File: config.mk
export PLATFORM = sky130hd
export DESIGN_NAME = io_port_ctrl
export DESIGN_NICKNAME = d
export VERILOG_FILES = /design/src/rtl/io_port_pkg.sv /design/src/rtl/sync_fifo.sv /design/src/rtl/io_port_ctrl.sv
export SDC_FILE = /design/constraint.sdc
export NUM_CORES = 1
export LEC_CHECK = 0
export CORE_MARGIN = 5
export CORE_UTILIZATION = 51
export CTS_CLUSTER_DIAMETER = 80
export DETAILED_ROUTE_END_ITERATION = 8
export PLACE_DENSITY = 0.82
export SYNTH_ARGS = -nofsm -noshare
export SYNTH_HDL_FRONTEND = slang
export SYNTH_HIERARCHICAL = 1
export SYNTH_SLANG_ARGS = --single-unit
File: constraint.sdc
create_clock -name clk -period 3.2 [get_ports clk]
set_input_delay 0.32 -clock clk [delete_from_list [all_inputs] [get_ports clk]]
set_output_delay 0.32 -clock clk [all_outputs]
set_load 0.02 [all_outputs]
File: src/rtl/io_port_pkg.sv
// Shared types and defaults for the external I/O port controller.
// Contents: RX interrupt FSM state type and the default acknowledge code.
package io_port_pkg;

    typedef enum logic [1:0] {
        ST_IDLE,
        ST_REQ,
        ST_WAIT_ACK
    } rx_state_t;

    localparam logic [7:0] DEFAULT_ACK_CODE = 8'hFF;

endpackage

File: src/rtl/sync_fifo.sv
// First-word-fall-through synchronous FIFO.
// Ports:
//   clk, rstn            clock, synchronous active-low reset
//   push, push_data      write request/data (ignored while full)
//   pop                  read request (ignored while empty)
//   pop_data             current head entry (valid while !empty)
//   full, empty          status decoded from the registered count
module sync_fifo #(
    parameter int unsigned WIDTH = 8,
    parameter int unsigned DEPTH = 4
) (
    input  logic             clk,
    input  logic             rstn,
    input  logic             push,
    input  logic [WIDTH-1:0] push_data,
    input  logic             pop,
    output logic [WIDTH-1:0] pop_data,
    output logic             full,
    output logic             empty
);

    localparam int unsigned AW = (DEPTH > 1) ? $clog2(DEPTH) : 1;

    logic [WIDTH-1:0] mem [DEPTH];
    logic [AW-1:0]    wr_ptr;
    logic [AW-1:0]    rd_ptr;
    logic [AW:0]      count;
    logic             do_push;
    logic             do_pop;

    // Full is judged on the pre-edge count, so a push while full is refused
    // even when a pop frees a slot in the same cycle.
    assign do_push = push && !full;
    assign do_pop  = pop && !empty;

    always_ff @(posedge clk) begin
        if (!rstn) begin
            wr_ptr <= '0;
            rd_ptr <= '0;
            count  <= '0;
        end else begin
            if (do_push) wr_ptr <= wr_ptr + 1'b1;
            if (do_pop)  rd_ptr <= rd_ptr + 1'b1;
            case ({do_push, do_pop})
                2'b10:   count <= count + 1'b1;
                2'b01:   count <= count - 1'b1;
                default: count <= count;
            endcase
        end
    end

    always_ff @(posedge clk) begin
        if (do_push) mem[wr_ptr] <= push_data;
    end

    assign pop_data = mem[rd_ptr];
    assign full     = (count == (AW+1)'(DEPTH));
    assign empty    = (count == '0);

endmodule

File: src/rtl/io_port_ctrl.sv
// External I/O port controller on the CPU's I_Port/int_sig/O_Port pins.
// Host bytes are buffered in an RX FIFO and presented one at a time on I_Port
// with an int_sig pulse, retried on timeout until the CPU writes ACK_CODE.
// Other CPU output writes are buffered in a TX FIFO drained by the host.
// Ports:
//   clk, rstn                        clock, synchronous active-low reset
//   host_data, host_valid/ready      host -> RX stream
//   I_Port, int_sig                  registered byte + interrupt to the CPU
//   O_Port, out_wr                   CPU output port write
//   out_data, out_valid/ready        TX -> host stream (FWFT head)
//   tx_ovf                           sticky: CPU write dropped on full TX
module io_port_ctrl
    import io_port_pkg::*;
#(
    parameter int unsigned DEPTH     = 4,
    parameter logic [7:0]  ACK_CODE  = DEFAULT_ACK_CODE,
    parameter int unsigned INT_PULSE = 2,
    parameter int unsigned TIMEOUT   = 64
) (
    input  logic       clk,
    input  logic       rstn,
    input  logic [7:0] host_data,
    input  logic       host_valid,
    output logic       host_ready,
    output logic [7:0] I_Port,
    output logic       int_sig,
    input  logic [7:0] O_Port,
    input  logic       out_wr,
    output logic [7:0] out_data,
    output logic       out_valid,
    input  logic       out_ready,
    output logic       tx_ovf
);

    localparam int unsigned PW = (INT_PULSE > 1) ? $clog2(INT_PULSE) : 1;
    localparam int unsigned TW = (TIMEOUT > 1) ? $clog2(TIMEOUT) : 1;

    rx_state_t    state, state_nxt;
    logic [PW-1:0] pulse_cnt, pulse_nxt;
    logic [TW-1:0] tmo_cnt, tmo_nxt;
    logic [7:0]   i_port_nxt;
    logic         int_nxt;

    logic       ack;
    logic       rx_pop;
    logic       rx_full, rx_empty;
    logic [7:0] rx_head;
    logic       tx_push;
    logic       tx_full, tx_empty;

    assign ack     = out_wr && (O_Port == ACK_CODE);
    // Acks are never forwarded to TX, whatever the FSM state.
    assign tx_push = out_wr && !ack;

    sync_fifo #(.WIDTH(8), .DEPTH(DEPTH)) u_rx_fifo (
        .clk       (clk),
        .rstn      (rstn),
        .push      (host_valid),
        .push_data (host_data),
        .pop       (rx_pop),
        .pop_data  (rx_head),
        .full      (rx_full),
        .empty     (rx_empty)
    );

    sync_fifo #(.WIDTH(8), .DEPTH(DEPTH)) u_tx_fifo (
        .clk       (clk),
        .rstn      (rstn),
        .push      (tx_push),
        .push_data (O_Port),
        .pop       (out_ready),
        .pop_data  (out_data),
        .full      (tx_full),
        .empty     (tx_empty)
    );

    assign host_ready = !rx_full;
    assign out_valid  = !tx_empty;

    always_ff @(posedge clk) begin
        if (!rstn) begin
            state     <= ST_IDLE;
            I_Port    <= '0;
            int_sig   <= 1'b0;
            pulse_cnt <= '0;
            tmo_cnt   <= '0;
        end else begin
            state     <= state_nxt;
            I_Port    <= i_port_nxt;
            int_sig   <= int_nxt;
            pulse_cnt <= pulse_nxt;
            tmo_cnt   <= tmo_nxt;
        end
    end

    // pulse_cnt counts down from INT_PULSE-1 so int_sig is high for exactly
    // INT_PULSE cycles; tmo_cnt reaching TIMEOUT-1 re-raises the request.
    always_comb begin
        state_nxt  = state;
        i_port_nxt = I_Port;
        int_nxt    = int_sig;
        pulse_nxt  = pulse_cnt;
        tmo_nxt    = tmo_cnt;
        rx_pop     = 1'b0;
        case (state)
            ST_IDLE: begin
                if (!rx_empty) begin
                    i_port_nxt = rx_head;
                    int_nxt    = 1'b1;
                    pulse_nxt  = PW'(INT_PULSE - 1);
                    state_nxt  = ST_REQ;
                end
            end
            ST_REQ: begin
                if (ack) begin
                    rx_pop    = 1'b1;
                    int_nxt   = 1'b0;
                    state_nxt = ST_IDLE;
                end else if (pulse_cnt == '0) begin
                    int_nxt   = 1'b0;
                    tmo_nxt   = '0;
                    state_nxt = ST_WAIT_ACK;
                end else begin
                    pulse_nxt = pulse_cnt - 1'b1;
                end
            end
            ST_WAIT_ACK: begin
                if (ack) begin
                    rx_pop    = 1'b1;
                    state_nxt = ST_IDLE;
                end else if (tmo_cnt == TW'(TIMEOUT - 1)) begin
                    int_nxt   = 1'b1;
                    pulse_nxt = PW'(INT_PULSE - 1);
                    state_nxt = ST_REQ;
                end else begin
                    tmo_nxt = tmo_cnt + 1'b1;
                end
            end
            default: state_nxt = ST_IDLE;
        endcase
    end

    always_ff @(posedge clk) begin
        if (!rstn)                  tx_ovf <= 1'b0;
        else if (tx_push && tx_full) tx_ovf <= 1'b1;
    end

endmodule

# Word-level counts from Yosys, hierarchy flattened

Memory sizes are Yosys's and may differ from the RTL's. A register that Yosys moved wholly into a read port is not among the register bits.
Index checks and enable logic that the tools add are counted.

Memories: 2
Bits in registers: 25
Input bits: 21
Logic and storage cells: 98
Output and inout bits: 20
Bits in writable memories: 64

Add/subtract/negate cells: 10
Bitwise logic cells: 1
Multiplexer cells: 30
Reductions and logical operators: 26
Equal/unequal tests: 18

Memory list:

| name          | depth | bits a word | rd ports | clocked after Yosys merged registers in | wr ports | line            | source |
|---|---|---|---|---|---|---|---|
| u_rx_fifo.mem | 4     | 8           | 1        | 1                                       | 1        | sync_fifo.sv:24 | `logic [WIDTH-1:0] mem [DEPTH];` |
| u_tx_fifo.mem | 4     | 8           | 1        | 1                                       | 1        | sync_fifo.sv:24 |  |

Operators by type and width:

| cell                  | count |
|---|---|
| $mux W6               | 4 |
| $reduce_and A5 Y1     | 3 |
| $mux W2               | 7 |
| $mux W1               | 13 |
| $ne A2 B2 Y1 const B  | 6 |
| $pmux W3 S2           | 2 |
| $pmux W6 S2           | 1 |
| $add A2 B1 Y2 const B | 4 |
| $eq A8 B8 Y1 const B  | 1 |
| $logic_and A1 B1 Y1   | 7 |
| $add A3 B1 Y3 const B | 2 |
| $add A6 B1 Y6 const B | 1 |
| $eq A2 B1 Y1 const B  | 3 |
| $eq A2 B2 Y1 const B  | 3 |
| $eq A3 B3 Y1 const B  | 2 |
| $eq A6 B6 Y1 const B  | 1 |
| $logic_not A1 Y1      | 6 |
| $logic_not A3 Y1      | 2 |
| $ne A3 B3 Y1 const B  | 2 |
| $pmux W1 S3           | 2 |
| $pmux W2 S3           | 1 |
| $reduce_bool A2 Y1    | 3 |
| $sub A3 B1 Y3 const B | 2 |
| $reduce_and A3 Y1     | 1 |
| other kinds (6)       | 6 |

# Longest topological paths before layout

Gate-level depths: netlist of run 1.

Word-level depth: 7
Gate-level depth with buffers: 11
Mapped depth without buffers: 10

# Modules after synthesis

Netlist of run 1, hierarchy kept.

By module, submodules not included:

| module       | area an instance (µm²) | times used | cells each | sequential area each (µm²) |
|---|---|---|---|---|
| sync_fifo    | 1644.1                 | 2          | 96         | 1141.1 |
| io_port_ctrl | 1023.5                 | 1          | 115        | 380.4 |

# Worst setup path after synthesis of run 1

No wires, ideal clock.

Path type: input to register
Start point: in O_Port[6]
End point: reg u_rx_fifo.count[2]
Data arrival time: 2.373 ns
Buffers on the path: 0
Required time: 3.130 ns
Cell stages on the path: 10
Library setup time: 0.070 ns
Slack: 0.757 ns
Path through: nand4_1 nor3_2 and2_1 nor2b_1 ha_1 inv_1 fa_1 xor2_1 or3_1 a21boi_1

Cells in the longest elaborated chain, start to end: 7
Elaborated cells between the ends (all ways): 9
Classes of those cells: 3 x eq/ne; 3 x mux; 3 x reduce/logical

Ends and longest elaborated chain:

| item                                              | line                                     | source |
|---|---|---|
| from (decl)                                       | io_port_ctrl.sv:27                       | `input logic [7:0] O_Port,` |
| $eq A8 B8 Y1 (*)                                  | io_port_ctrl.sv:51                       | `assign ack = out_wr && (O_Port == ACK_CODE);` |
| $logic_and A1 B1 Y1 (*)                           | io_port_ctrl.sv:51                       |  |
| $mux W1 (*)                                       | io_port_ctrl.sv:115, io_port_ctrl.sv:128 |  |
| $mux W1 (*)                                       | --                                       |  |
| net rx_pop                                        | io_port_ctrl.sv:45                       | `logic rx_pop;` |
| $logic_and A1 B1 Y1 (*)                           | sync_fifo.sv:34                          | `assign do_pop = pop && !empty;` |
| net u_rx_fifo.do_pop                              | sync_fifo.sv:29                          | `logic do_pop;` |
| $eq A2 B1 Y1 or $eq A2 B2 Y1 (tied branches)      | sync_fifo.sv:44                          | `case ({do_push, do_pop})` |
| $pmux W3 S2 or $reduce_bool A2 Y1 (tied branches) | --                                       |  |
| to (signal assigned)                              | sync_fifo.sv:45                          | `2'b10: count <= count + 1'b1;` |
| to (signal assigned)                              | sync_fifo.sv:46                          | `2'b01: count <= count - 1'b1;` |
| to (signal assigned)                              | sync_fifo.sv:47                          | `default: count <= count;` |
| to (decl)                                         | sync_fifo.sv:27                          | `logic [AW:0] count;` |

Mark *: on every way through the listed nets, which the timed path passes. The rest lies on a longest branch.
A chain may end at the register's enable or synchronous reset.

# Worst setup path in the final report of run 1

Same ends and word-level chain as after synthesis.

==> metrics, run 1 <==
run status=finished, final reports clean; critical hold path startpoint=int_sig; Hold Buf Count CTS=0; placed cells=442; Finished Layout Cells=458; Max clock buf depth=2; worst slew pin tran=856 ps; htree depth=3; Post-synth ARST share=0; Core ar.=8220 µm²; Diodes inserted=0; CP arrival=3070 ps; synth unique cells=38; critical path required time=3490 ps; Worst Setup End Kind=flip-flop; r2r startpoint=state[0]; layout net count=386; Routed WL=7.42 mm; post-synthesis register bit count=101; vias post-DR=2479; Vias/cell=5.41; RSZ-0062 raised after global routing=no; # IOs=41; Final Core Density=0.612; Clock Sinks=101; Hold Crit Class=flip-flop to flip-flop; Pwr Density=670 nW/µm²; post-route clock period utilization=0.869; Starting Density=0.525; Buffers on Ports=40; mean post-synth cell area=14.0 µm²; Synth Flop Type=edfxtp_1; Final Hold Fails=0; first-pass GRT wire length=12.2 mm; DPL Wire Length=5.41 mm; Die Y-Extent=102 µm; GPL Wtd Cong=0.773; Setup CP Type=input pin to flip-flop; Worst VDD drop=0.331 mV; clk_lat worst skew=370 ps; final setup vio count=0; Setup crit start kind=input pin; Clock Skew=14.0 ps; fmax=0.359 GHz; Setup Fix Bufs, Post-CTS=0; Critical Path Source=O_Port[6]; DRT Pass-1 Iters=4; largest net degree at the start of global routing=21; post_cts resized=0; Syn. warnings=6; DRC viols=0; DR iter-0 viols=92; layout cells sized above 1=0.125; Final TNS setup=0 ps; Post-Synthesis Cell Area=4310 µm²; EDFF count, synth=64; WL per Instance=16.2 µm; Synthesized Nets=345; relative slew slack=0.428; Mapped Cells=307; Die Wd=102 µm; antenna viol nets, final=0; Die Area=10400 µm²; sequential fraction of the synthesis area=0.618; Max FO, Critical Path=5; Clock transition at path regs=90 ps; fin crit period=2780 ps; # rows=33; leakage=1.71 nW; total gr overflow=0; total track usage=0.152; cts bufs inserted=9; max cap viols=0; number of global-route vias before repair=2508; Layout area overhead=16.7%; Slew Viols, Final=0; antenna violations before repair=0; CTS tree=done; CTS Root Cell=clkbuf_8
## critical path: stages
cell	delay [ps]
clkdlybuf4s50_1	560
nand4_1	210
nor3_2	250
and2_1	200
nor2b_1	230
ha_1	230
inv_1	60
fa_1	370
xor2_1	160
or3_1	310
a21boi_1	160
## layout make-up
type	count	area (µm²)
multi-input combinational	175	1530
inverter	18	67.6
clock inverter	7	97.6
sequential	101	2660
tap	105	131
timing repair buffer	43	423
clock buffer	9	124
fill	622	3190
## metal layers
layer	routed length (µm)	global-route usage	vias to the layer above
li1	-	-	1223
met1	3160	0.183	1203
met5	0	0	-
met4	118	0.0474	0
met3	276	0.0423	11
met2	3860	0.266	42
## cells in the final DEF, fill, tap and decap left out, drive strengths merged, types with 9 or more instances in the layout
cell type	n
and2	15
clkbuf	9
clkdlybuf4s50	40
dfxtp	37
edfxtp	64
ha	15
inv	21
mux2i	12
mux4	16
nand2	25
nor2b	16
o21ai	15
## metrics by stage
stage	hold WS [ps]	instance area (µm²)	total power, mW	setup slack, ps
after global routing	530	5030	3.55	215
final	471	5030	3.37	418
after CTS	473	5030	3.41	415
after global placement	450	4810	2.52	221
after detailed placement	459	4810	2.55	45.5
after floorplan	419	4310	2.24	757
## power breakdown
group | switching, mW | total (mW) | internal [mW]
registers | 0.109 | 1.64 | 1.53
clock network | 0.467 | 0.854 | 0.387
logic | 0.444 | 0.882 | 0.438
## synth_stat cells, types with 2 or more instances
library cell | count | share of area
edfxtp_1 | 64 | 0.45
dfxtp_1 | 37 | 0.17
nand2_1 | 25 | 0.022
inv_1 | 16 | 0.014
mux4_2 | 16 | 0.084
nor2b_1 | 16 | 0.023
and2_1 | 15 | 0.022
ha_1 | 15 | 0.044
o21ai_0 | 15 | 0.017
mux2i_1 | 12 | 0.028
clkbuf_1 | 7 | 0.0061
buf_2 | 6 | 0.0070
or3_1 | 5 | 0.0073
a21boi_1 | 4 | 0.0070
a21oi_1 | 4 | 0.0046
and3_1 | 4 | 0.0058
nand3_1 | 4 | 0.0046
o311ai_0 | 4 | 0.0081
nand3b_1 | 3 | 0.0052
nand4_1 | 3 | 0.0044
nor3_2 | 3 | 0.0070
o22ai_1 | 3 | 0.0044
o32ai_1 | 3 | 0.0061
a211oi_1 | 2 | 0.0035
fa_1 | 2 | 0.0093
inv_2 | 2 | 0.0017
nand2b_1 | 2 | 0.0029
nand4bb_1 | 2 | 0.0052
nor3b_2 | 2 | 0.0058
xnor2_1 | 2 | 0.0041
xor2_1 | 2 | 0.0041
## final timing paths
kind | end | slack (ps) | depth (start not counted)
min reg2reg | int_sig | 470 | 2
max | u_rx_fifo/count[2] | 420 | 11
max reg2reg | u_rx_fifo/count[2] | 690 | 10
min | int_sig | 470 | 2
## state kept, by name, summed over array words and instances, names as in the netlist, 2 cells and up, named ones only
name              flops
u_tx_fifo/rd_ptr      2
tmo_cnt               6
u_tx_fifo/count       3
I_Port                8
state                 2
u_rx_fifo/wr_ptr      2
u_rx_fifo/count       3
u_rx_fifo/rd_ptr      2
u_tx_fifo/mem        32
u_tx_fifo/wr_ptr      2
u_rx_fifo/mem        32
## kinds of logic after synthesis
kind of cell	after synthesis	share of synthesized area
adders and majority gates	17	0.0528
and+or+nand+nor	84	0.115
DFF	101	0.618
xor gates and xnor gates	4	0.00813
muxes	28	0.111
buffers and inverters	31	0.0287
AOI/OAI and AO/OA	42	0.0665
Power figures use the tool's default switching activity.
==> run 2: changes to the inputs <==
Settings changed: ABC_CLOCK_PERIOD_IN_PS set to 3570, SLEW_MARGIN set to 20.
Clock period 3.2 ns to 3.57 ns, I/O delays scaled along.
==> metrics, run 2 (synthesized netlist as in run 1, its figures left out) <==
GPL Wtd Cong=0.754; first-pass GRT wire length=12.0 mm; fmax=0.363 GHz; CTS tree=done; worst path buffer plus inverter count=2; Buffers on Ports=40; # rows=33; dpl ws=442 ps; post_cts resized=0; post-route clock period utilization=0.772; # IOs=41; layout cells sized above 1=0.122; CTS Root Cell=clkbuf_8; fin crit period=2760 ps; CP top delay family=simple AND/OR/NAND/NOR gates; relative slew slack=0.417; DP Area=4800 µm²; slowest cell on the critical path=clkdlybuf4s50_1; WP depth=11; DRC viols=0; WL per Instance=16.1 µm; number of global-route vias before repair=2516; Filler Cells Inserted=616; critical path required time=3860 ps; Diodes inserted=0; CP arrival=3050 ps; Clock Sinks=101; cts bufs inserted=9; R2R cell count=10; Min-Delay Path Depth=2; Critical Path Source=O_Port[7]; Starting Density=0.525; Power, Total=2.97 mW; RSZ-0062 raised after global routing=no; most frequent cells in the layout=edfxtp_1, clkdlybuf4s50_1, dfxtp_1; commonest non-fill, non-tap cell in the layout=edfxtp_1; Worst VDD drop=0.239 mV; Die Area=10400 µm²; layout net count=385; leakage=1.70 nW; Die Wd=102 µm; Max clock buf depth=2; Final TNS setup=0 ps; Die Y-Extent=102 µm; final setup vio count=0; Slew Viols, Final=0; largest net degree at the start of global routing=27; Layout area overhead=16.4%; htree depth=3; max cap viols=0; Vias/cell=5.45; biggest regs=u_rx_fifo/mem x32, u_tx_fifo/mem x32, I_Port x8; vias post-DR=2490; Setup CP Type=input pin to flip-flop; worst slew pin tran=873 ps; r2r startpoint=state[0]; antenna violations before repair=0; fin area=5020 µm²; critical hold path startpoint=int_sig; Hold Buf Count CTS=0; worst-path cell chain=clkdlybuf4s50_1, nand4_1, nor3_2, and2_1, nor2b_1, ha_1, inv_1, fa_1, xor2_1, or3_1, a21boi_1; total track usage=0.150; Setup crit start kind=input pin; final setup margin=814 ps; Routed WL=7.37 mm; Max FO, Critical Path=5; Setup Fix Bufs, Post-CTS=0; DR iter-0 viols=138; Clock transition at path regs=100 ps; DRT Pass-1 Iters=4; antenna viol nets, final=0; Worst Setup End Kind=flip-flop; Final Hold Fails=0; Clock Skew=16.9 ps; Hold Crit Class=flip-flop to flip-flop; Core ar.=8220 µm²; DPL Wire Length=5.34 mm; run status=finished, final reports clean; Pwr Density=591 nW/µm²; clk_lat worst skew=370 ps; total gr overflow=0; Critical Path Max Stage Delay=560 ps
-- run 2: metrics by stage --
stage	cells	util	hold WS (ps)
after global placement	441	0.584	456
after detailed placement	441	0.584	472
after floorplan	307	-	456
after CTS	457	0.611	491
after global routing	457	0.611	513
final	457	0.611	485
-- run 2: final cells by class --
type                            count  area, µm²  share of cell area
Sequential cell                   101       2660               0.531
Multi-Input combinational cell    175       1530               0.304
Timing Repair Buffer               42        415              0.0828
Tap cell                          105        131              0.0262
Clock buffer                        9        124              0.0247
Clock inverter                      7       91.3              0.0182
Inverter                           18       67.6              0.0135
-- run 2: worst min-delay path, delay by kind of cell, from the launching register on --
| family | cells | cell delay, ps |
|---|---|---|
| AND/OR/NAND/NOR | 1 | 60 |
| flip-flops | 1 | 330 |
| AO/OA/AOI/OAI | 1 | 60 |
-- run 2: path summary, 6_finish.rpt --
kind / slack, ps / endpoint
worst max-delay path: 810 / u_rx_fifo/count[2]
worst min-delay path: 490 / int_sig
worst max register to register: 1090 / u_rx_fifo/count[2]
worst min register to register: 490 / int_sig
-- run 2: power breakdown --
| part | leakage [nW] | total (mW) | switching [mW] | internal, mW |
|---|---|---|---|---|
| clock | 0.105 | 0.717 | 0.434 | 0.283 |
| sequential | 0.889 | 1.47 | 0.0984 | 1.37 |
| combinational | 0.700 | 0.784 | 0.393 | 0.391 |
-- run 2: layer usage --
metal | share of wire | GRT usage
met1 | 0.43 | 0.186
met2 | 0.52 | 0.259
met3 | 0.039 | 0.0403
met4 | 0.0080 | 0.0484
met5 | 0 | 0
==> run 3: changes to the inputs <==
Settings changed: ABC_CLOCK_PERIOD_IN_PS 3570 to 2500, PLACE_DENSITY 0.82 to 0.85.
Clock period 3.57 ns to 2.5 ns, I/O delays scaled along.
==> metrics, run 3 (synthesized netlist as in run 1, its figures left out) <==
final setup vio count=0; Clock Sinks=101; DP Area=4980 µm²; Finished Layout Cells=483; Min-Delay Path Depth=1; Max clock buf depth=2; Buffers on Ports=40; Layout area overhead=21.1%; Setup CP Type=input pin to flip-flop; layout net count=411; biggest regs=u_rx_fifo/mem x32, u_tx_fifo/mem x32, I_Port x8; fmax=0.408 GHz; post-route clock period utilization=0.979; Starting Density=0.525; layout cells sized above 1=0.198; first-pass GRT wire length=12.7 mm; largest net degree at the start of global routing=34; placed cells=465; Power, Total=4.25 mW; WL per Instance=16.6 µm; r2r startpoint=state[1]; number of global-route vias before repair=2627; Clock transition at path regs=100 ps; worst slew pin tran=546 ps; cts bufs inserted=9; worst path buffer plus inverter count=2; Clock Skew=11.9 ps; Critical Path Max Stage Delay=490 ps; # rows=33; Hold Crit Class=input pin to flip-flop; R2R cell count=10; Die Wd=102 µm; htree depth=3; WHS Endpoint=u_tx_fifo/mem[0][2]; run status=finished, final reports clean; Die Area=10400 µm²; critical path required time=2800 ps; Routed WL=8.01 mm; critical hold path startpoint=O_Port[2]; CP arrival=2750 ps; reg2reg setup slack=160 ps; fin crit period=2450 ps; clk_lat worst skew=370 ps; leakage=1.83 nW; GPL Wtd Cong=0.810; relative slew slack=0.631; Core ar.=8220 µm²; vias post-DR=2616; fin area=5220 µm²; Worst VDD drop=0.391 mV; Hold Buf Count CTS=0; Max FO, Critical Path=2; total track usage=0.161; Worst Setup End Kind=flip-flop; # IOs=41; Final Hold Fails=0; CTS Root Cell=clkbuf_8; Slew Viols, Final=0; antenna violations before repair=0; CP top delay family=simple AND/OR/NAND/NOR gates; Final TNS setup=0 ps; DRT Pass-1 Iters=4; total gr overflow=0; r2r endpoint=u_rx_fifo/count[2]; Die Y-Extent=102 µm; CTS tree=done; Pwr Density=814 nW/µm²; commonest non-fill, non-tap cell in the layout=edfxtp_1; most frequent cells in the layout=edfxtp_1, dfxtp_1, clkdlybuf4s50_1; Vias/cell=5.42; worst-path cell chain=clkdlybuf4s50_1, nand4_1, nor3_2, and2_4, nor2b_4, ha_4, inv_1, fa_2, xor2_1, or3_1, a21boi_2; Setup crit start kind=input pin; slowest cell on the critical path=clkdlybuf4s50_1; Diodes inserted=0; DRC viols=0; DPL Wire Length=5.65 mm; DR iter-0 viols=146; antenna viol nets, final=0; max cap viols=0
[run 3: cell types whose count changed in the layout (fill, tap and decap cells not counted), moves of 2 or more]
cell and delta:
dlymetal6s2s_1 +3, clkinv_8 -3, ha_1 -2, fa_2 +2, clkdlybuf4s50_1 -4, buf_4 +26
fa_1 -2, clkinvlp_4 +2
[run 3: how the worst max path moves through the flow]
stage,depth (start not counted),startpoint,end
finish,11,O_Port[5],u_rx_fifo/count[2]
global route,11,O_Port[5],u_rx_fifo/count[2]
CTS,11,O_Port[4],u_rx_fifo/count[2]
detailed placement,11,O_Port[7],u_rx_fifo/count[2]
global placement,11,O_Port[7],u_rx_fifo/count[2]
floorplan,10,O_Port[6],u_rx_fifo/count[2]
[run 3: metrics by stage]
stage	util	hold slack [ps]	setup WS (ps)
after global routing	0.636	182	-32.2
final	0.636	201	51.7
after global placement	0.606	457	-320
after detailed placement	0.606	466	-435
after CTS	0.630	272	7.26
after floorplan	-	349	127
[run 3: layer usage]
metal,part of all wire,up-vias,track usage
li1,-,1264,-
met1,0.41,1275,0.188
met2,0.52,66,0.287
met3,0.055,11,0.0457
met4,0.014,0,0.0545
met5,0,-,0
[run 3: worst reg2reg max path: cells and delay by family (launching register included)]
family / cells / cell delay, ps
fa+ha+maj: 3 / 760
simple gates: 3 / 720
flops: 1 / 390
xor+xnor: 1 / 150
compound gates: 1 / 140
buf+inv: 2 / 120
[run 3: what timing repair did]
action,CTS,global route
resized for setup,2,11
pin swaps,2,7
gates cloned,0,0
buffers inserted,1,1
endpoints found under the setup margin,1,2
[run 3: cell type report]
cell class	count	area [µm²]
fillers	593	2990
flip-flops and latches	101	2660
multi-input cells	175	1560
repair buffers	68	617
well taps	105	131
clock buffers	10	128
inverters	18	67.6
clock inverters	6	57.6
[run 3: report_power, final]
group / internal, mW / leakage, nW / switching, mW
Sequential: 1.95 / 0.889 / 0.111
Combinational: 0.614 / 0.859 / 0.628
Clock: 0.379 / 0.0863 / 0.568
Total: 2.95 / 1.83 / 1.31
